===== src/rtl/ahb_lite_arbiter.sv =====
// AHB-Lite arbiter: N_MST managers share one subordinate, round-robin with hold limit.
// Define AHB_ARB_FIXED_PRIO_EN for lowest-index-wins fixed priority instead.
module ahb_lite_arbiter #(
   parameter int N_MST    = 2,
   parameter int MAX_HOLD = 4
) (
   input  logic                HCLK,
   input  logic                HRESET,
   input  logic [N_MST-1:0]    m_req,
   input  logic [N_MST*16-1:0] m_haddr,
   input  logic [N_MST*2-1:0]  m_htrans,
   input  logic [N_MST-1:0]    m_hwrite,
   input  logic [N_MST*3-1:0]  m_hsize,
   input  logic [N_MST*3-1:0]  m_hburst,
   input  logic [N_MST*4-1:0]  m_hprot,
   input  logic [N_MST*32-1:0] m_hwdata,
   output logic [N_MST-1:0]    m_gnt,
   output logic                m_hready,
   output logic                m_hresp,
   output logic [31:0]         m_hrdata,
   output logic                HSEL,
   output logic [15:0]         HADDR,
   output logic [1:0]          HTRANS,
   output logic                HWRITE,
   output logic [2:0]          HSIZE,
   output logic [2:0]          HBURST,
   output logic [3:0]          HPROT,
   output logic [31:0]         HWDATA,
   output logic                HREADY,
   input  logic                HREADYOUT,
   input  logic                HRESP,
   input  logic [31:0]         HRDATA
);

   localparam int IW = $clog2(N_MST);

   localparam logic [1:0] T_IDLE   = 2'b00;
   localparam logic [1:0] T_BUSY   = 2'b01;
   localparam logic [1:0] T_NONSEQ = 2'b10;
   localparam logic [1:0] T_SEQ    = 2'b11;

   typedef enum logic {PARK, OWN} st_t;

   st_t              st;
   logic [N_MST-1:0] gnt;
   logic [N_MST-1:0] gnt_nxt;
   logic [IW-1:0]    own_idx;
   logic [IW-1:0]    nxt_idx;
   logic [IW-1:0]    dp_owner;
   logic             dp_valid;
   logic [3:0]       beats;
   logic [3:0]       blen;
   logic [3:0]       rem_after;
   logic             lock;
   logic             stay;

   assign m_gnt    = gnt;
   assign m_hready = HREADYOUT;
   assign HREADY   = HREADYOUT;
   assign m_hresp  = HRESP;
   assign m_hrdata = HRDATA;

   always_comb begin
      own_idx = '0;
      for (int i = 0; i < N_MST; i++)
         if (gnt[i]) own_idx = IW'(i);
   end

   always_comb begin
      HSEL   = 1'b0;
      HADDR  = '0;
      HTRANS = T_IDLE;
      HWRITE = 1'b0;
      HSIZE  = '0;
      HBURST = '0;
      HPROT  = '0;
      if (st == OWN) begin
         HSEL = 1'b1;
         for (int i = 0; i < N_MST; i++)
            if (gnt[i]) begin
               HADDR  = m_haddr[16*i +: 16];
               HTRANS = m_htrans[2*i +: 2];
               HWRITE = m_hwrite[i];
               HSIZE  = m_hsize[3*i +: 3];
               HBURST = m_hburst[3*i +: 3];
               HPROT  = m_hprot[4*i +: 4];
            end
      end
   end

   // Beats still owed after the current phase; a fixed-length burst
   // stays locked until its final beat is accepted.
   always_comb begin
      case (HBURST[2:1])
         2'b01:   blen = 4'd3;
         2'b10:   blen = 4'd7;
         2'b11:   blen = 4'd15;
         default: blen = 4'd0;
      endcase
      rem_after = '0;
      case (HTRANS)
         T_NONSEQ: rem_after = blen;
         T_SEQ:    rem_after = (beats != 4'd0) ? beats - 4'd1 : 4'd0;
         T_BUSY:   rem_after = beats;
         default:  rem_after = '0;
      endcase
      lock = (HTRANS == T_SEQ && HBURST == 3'b001) ||
             (rem_after != 4'd0);
   end

`ifdef AHB_ARB_FIXED_PRIO_EN
   always_comb begin
      nxt_idx = '0;
      for (int i = N_MST - 1; i >= 0; i--)
         if (m_req[i]) nxt_idx = IW'(i);
      stay = lock;
   end
`else
   localparam logic [3:0]    HOLD_TOP = 4'(MAX_HOLD - 1);
   localparam logic [IW-1:0] LAST_RST = IW'(N_MST - 1);

   logic [IW-1:0] last;
   logic [3:0]    hold_cnt;
   logic          o_req;
   logic          others;
   int            rr_c;

   always_comb begin
      o_req  = |(m_req & gnt);
      others = |(m_req & ~gnt);
      stay   = lock || (o_req && (!others || hold_cnt < HOLD_TOP));
   end

   // Scan last+1 .. last; the smallest offset wins, owner comes last.
   always_comb begin
      nxt_idx = '0;
      rr_c    = 0;
      for (int k = N_MST; k >= 1; k--) begin
         rr_c = (int'(last) + k) % N_MST;
         if (m_req[IW'(rr_c)]) nxt_idx = IW'(rr_c);
      end
   end

   always_ff @(posedge HCLK) begin
      if (HRESET) begin
         last     <= LAST_RST;
         hold_cnt <= '0;
      end else if (HREADYOUT) begin
         if (gnt_nxt != gnt) begin
            hold_cnt <= '0;
            if (|gnt_nxt) last <= nxt_idx;
         end else if (!others) begin
            hold_cnt <= '0;
         end else if (st == OWN && HTRANS[1] && hold_cnt != HOLD_TOP) begin
            hold_cnt <= hold_cnt + 4'd1;
         end
      end
   end
`endif

   always_comb begin
      gnt_nxt = '0;
      if (st == OWN && stay)
         gnt_nxt = gnt;
      else if (|m_req)
         gnt_nxt[nxt_idx] = 1'b1;
   end

   always_ff @(posedge HCLK) begin
      if (HRESET) begin
         st       <= PARK;
         gnt      <= '0;
         dp_owner <= '0;
         dp_valid <= 1'b0;
         beats    <= '0;
      end else if (HREADYOUT) begin
         st       <= (|gnt_nxt) ? OWN : PARK;
         gnt      <= gnt_nxt;
         dp_owner <= own_idx;
         dp_valid <= (st == OWN) && HTRANS[1];
         beats    <= rem_after;
      end
   end

   always_comb begin
      HWDATA = '0;
      for (int i = 0; i < N_MST; i++)
         if (dp_valid && dp_owner == IW'(i))
            HWDATA = m_hwdata[32*i +: 32];
   end

endmodule


===== config.mk =====
export PLATFORM = sky130hd
export DESIGN_NAME = ahb_lite_arbiter
export DESIGN_NICKNAME = d
export VERILOG_FILES = /design/src/rtl/ahb_lite_arbiter.sv
export SDC_FILE = /design/constraint.sdc
export NUM_CORES = 1
export LEC_CHECK = 0
export CORE_MARGIN = 10
export CORE_UTILIZATION = 25
export CTS_BUF_LIST = sky130_fd_sc_hd__clkbuf_2
export CTS_CLUSTER_SIZE = 10
export DETAILED_ROUTE_END_ITERATION = 6
export PLACE_DENSITY = 0.9
export SKIP_CTS_REPAIR_TIMING = 1
export SLEW_MARGIN = 10
export SYNTH_ARGS = -nofsm -noshare
export SYNTH_HDL_FRONTEND = slang
export SYNTH_SLANG_ARGS = --single-unit

===== constraint.sdc =====
create_clock -name HCLK -period 2 [get_ports HCLK]
set_clock_uncertainty 0.1 [all_clocks]
set_input_delay 0.5 -clock HCLK [delete_from_list [all_inputs] [get_ports HCLK]]
set_output_delay 0.5 -clock HCLK [all_outputs]
set_load 0.05 [all_outputs]

==> flow_metrics.tcl <==
set metrics [dict create \
    post-synth-top-area-cell "mux2i_1" \
    synth_top_area_share_pct 17.2 \
    crit_arrival_ns 2.55 \
    ys_warn_count 0 \
    p_switching_mw 0.632 \
    place_area_um2 5290 \
    synth_cell_types 49 \
    wl_um 14700 \
    clockBufferDepth 2 \
    die_w_um 114 \
    synth_edf_count 0 \
    grt_pass1_wl_um 17700 \
    violations "DRC, setup timing" \
    grtUsageTotal_pct 16.7 \
    maxSlewHeadroom_pct 73.5 \
    wl_per_cell_um 23.6 \
    cp-start-kind "input port" \
    rsz0062_at_grt "yes" \
    slowest_stage "clkdlybuf4s50_1" \
    clkTransAtPathRegs_ns 0.15 \
    syn_to_final_growth_pct 183 \
    syn_area_per_cell_um2 7.21 \
    finalMaxSlewViolations 0 \
    numClockSinks 14 \
    nets 677 \
    cp-end-kind "flip-flop" \
    synth.most_common_cell "nor2_1" \
    crit_chain "clkdlybuf4s50_1 -> nor2_1 -> o32ai_2 -> a2bb2oi_2 -> o2111ai_2 -> or3_1 -> a311oi_1 -> nand2_1" \
    period_minus_slack_ns 2.45 \
    dp_slack_ns -0.744 \
    worst_slack_ns -0.446 \
    grt_max_degree 34 \
    post-dp-hpwl_um 10100 \
    die_area_um2 13000 \
    hold_path.class "flip-flop to flip-flop" \
    ctsRootBufferMaster "clkbuf_2" \
    worst_pin_slew_ns 0.397 \
    p_sw_share_pct 40.5 \
    port_buffers 192 \
    tritoncts "built" \
    max_freq_mhz 409 \
    power_frac_comb_pct 71.1 \
    crit_required_ns 2.11 \
    synth_seq_area_share_pct 12.7 \
    async_reset_ff_share_pct 0 \
    setup_viol 59 \
    path_max_fanout 2 \
    yosys-top-cells-count "nor2_1 (41), mux2i_1 (38), buf_4 (37), nor2b_1 (35), a22oi_1 (26)" \
    drt_iter0_drc 255 \
    placeableCoreArea_um2 8680 \
    h-tree-depth 1 \
    yosys-top-cells-area "mux2i_1 (17%), dfxtp_1 (13%), buf_4 (13%)" \
    grt_pass1_vias 3229 \
    finalInstanceArea_um2 6260 \
    worstSetupPathType "input port to flip-flop" \
    cap_violations 0 \
    synth_seq_cells 14 \
    power.internal_mw 0.930 \
    dieHeight_um 114 \
    grt-ovfl-total 0 \
    hold_violations 0 \
    synth_area_um2 2210 \
    holdWs_ns 0.475 \
    min_period_over_period_pct 122 \
    synthFlopType "dfxtp_1" \
    p_leak_nw 2.20 \
    drive_above_1_share_pct 54.9 \
    cpPeakStageDelay_ns 0.45 \
    pwr-share-clk_pct 9.5 \
    power_density_nw_per_um2 249 \
    numCtsBuffers 3 \
    via_per_inst 5.38 \
    status "finished with violations" \
    antenna_left 0 \
    synth_fp_nets 469 \
    initial_utilization_pct 25.5 \
    row_count 34 \
    syn_inst 307 \
    gp_routability_congestion 0.905 \
    worstSkewPairLatency_ns 0.30 \
    route.detailed.drc 2 \
    utilization_pct 72.2 \
    antenna_found_initial 1 \
    sequentialPowerShare_pct 19.4 \
    num_vias 3357 \
    io_pins 259 \
    dr.pass1.iters 7 \
    vdd_ir_drop_max_uv 144 \
]
## per-layer routing
metal / GRT usage (%) / routed length (um) / up-vias
li1: - / - / 1480
met1: 16.5 / 4940 / 1523
met2: 30.3 / 7430 / 302
met3: 9.22 / 1960 / 52
met4: 3.09 / 422 / 0
met5: 0 / 0 / -
## area by class of cell
| type | count | area (um2) |
|---|---|---|
| Inverter | 11 | 45.0 |
| Antenna cell | 2 | 5.00 |
| Sequential cell | 14 | 295 |
| Multi-Input combinational cell | 225 | 2450 |
| Timing Repair Buffer | 260 | 3310 |
| Clock inverter | 1 | 3.75 |
| Tap cell | 108 | 135 |
| Clock buffer | 3 | 15.0 |
| Fill cell | 506 | 2420 |
## worst max-delay path, delay by kind of cell
| kind | cells | cell delay, ns |
|---|---|---|
| AO/OA/AOI/OAI | 4 | 0.82 |
| buffers and inverters | 1 | 0.45 |
| AND/OR/NAND/NOR | 3 | 0.78 |
## state kept, by name, indices dropped and copies added (netlist names)
name and flops:
beats 4, st 1, dp_owner 1, m_gnt 2
last 1, hold_cnt 4, dp_valid 1
## cells in the final DEF (no fill, tap or decap), drive strengths merged, types with 3 or more instances in the layout
master           n
buf            128
clkdlybuf4s50  120
nor2            41
mux2i           38
nor2b           35
a22oi           26
nand2           15
dfxtp           14
inv             10
clkbuf           9
a21oi            9
dlymetal6s2s     6
o21ai            6
and2             5
a211oi           4
nand3            4
nand3b           3
nand4            3
o22ai            3
## stage by stage
stage                     setup TNS (ns)  cells  power, mW
after floorplan                   -0.438    307      0.873
after global placement            -11.36    594       1.16
after detailed placement          -14.02    594       1.19
after CTS                         -21.03    598       1.34
after global routing              -14.07    623       1.63
final                             -10.74    624       1.56
## final timing paths
| check | endpoint | cells past startpoint | slack, ns | from |
|---|---|---|---|---|
| min reg2reg | beats[2] | 2 | 0.48 | beats[2] |
| max | last | 8 | -0.45 | m_hburst[1] |
| max reg2reg | m_gnt[1] | 8 | -0.36 | m_gnt[1] |
| min | beats[2] | 2 | 0.48 | beats[2] |
## power by group through the flow
stage,sequential [mW],clock (mW),combinational [mW]
2_1_floorplan,0.313,0,0.560
3_3_place_gp,0.305,0,0.859
3_5_place_dp,0.306,0,0.884
4_1_cts,0.300,0.152,0.888
5_1_grt,0.305,0.167,1.15
6_report,0.303,0.148,1.11
## cell families (layout without fill, tap and decap cells)
logic type / count (synthesis) / after routing / share of synthesized area, %
simple gates: 113 / 113 / 26.0
other cells: 0 / 2 / 0
flops: 14 / 14 / 12.7
mux: 38 / 38 / 17.2
buf+inv: 68 / 275 / 17.9
compound gates: 72 / 72 / 25.2
fa+ha+maj: 2 / 2 / 1.13
Note: power is estimated with default switching activity, not from simulation.
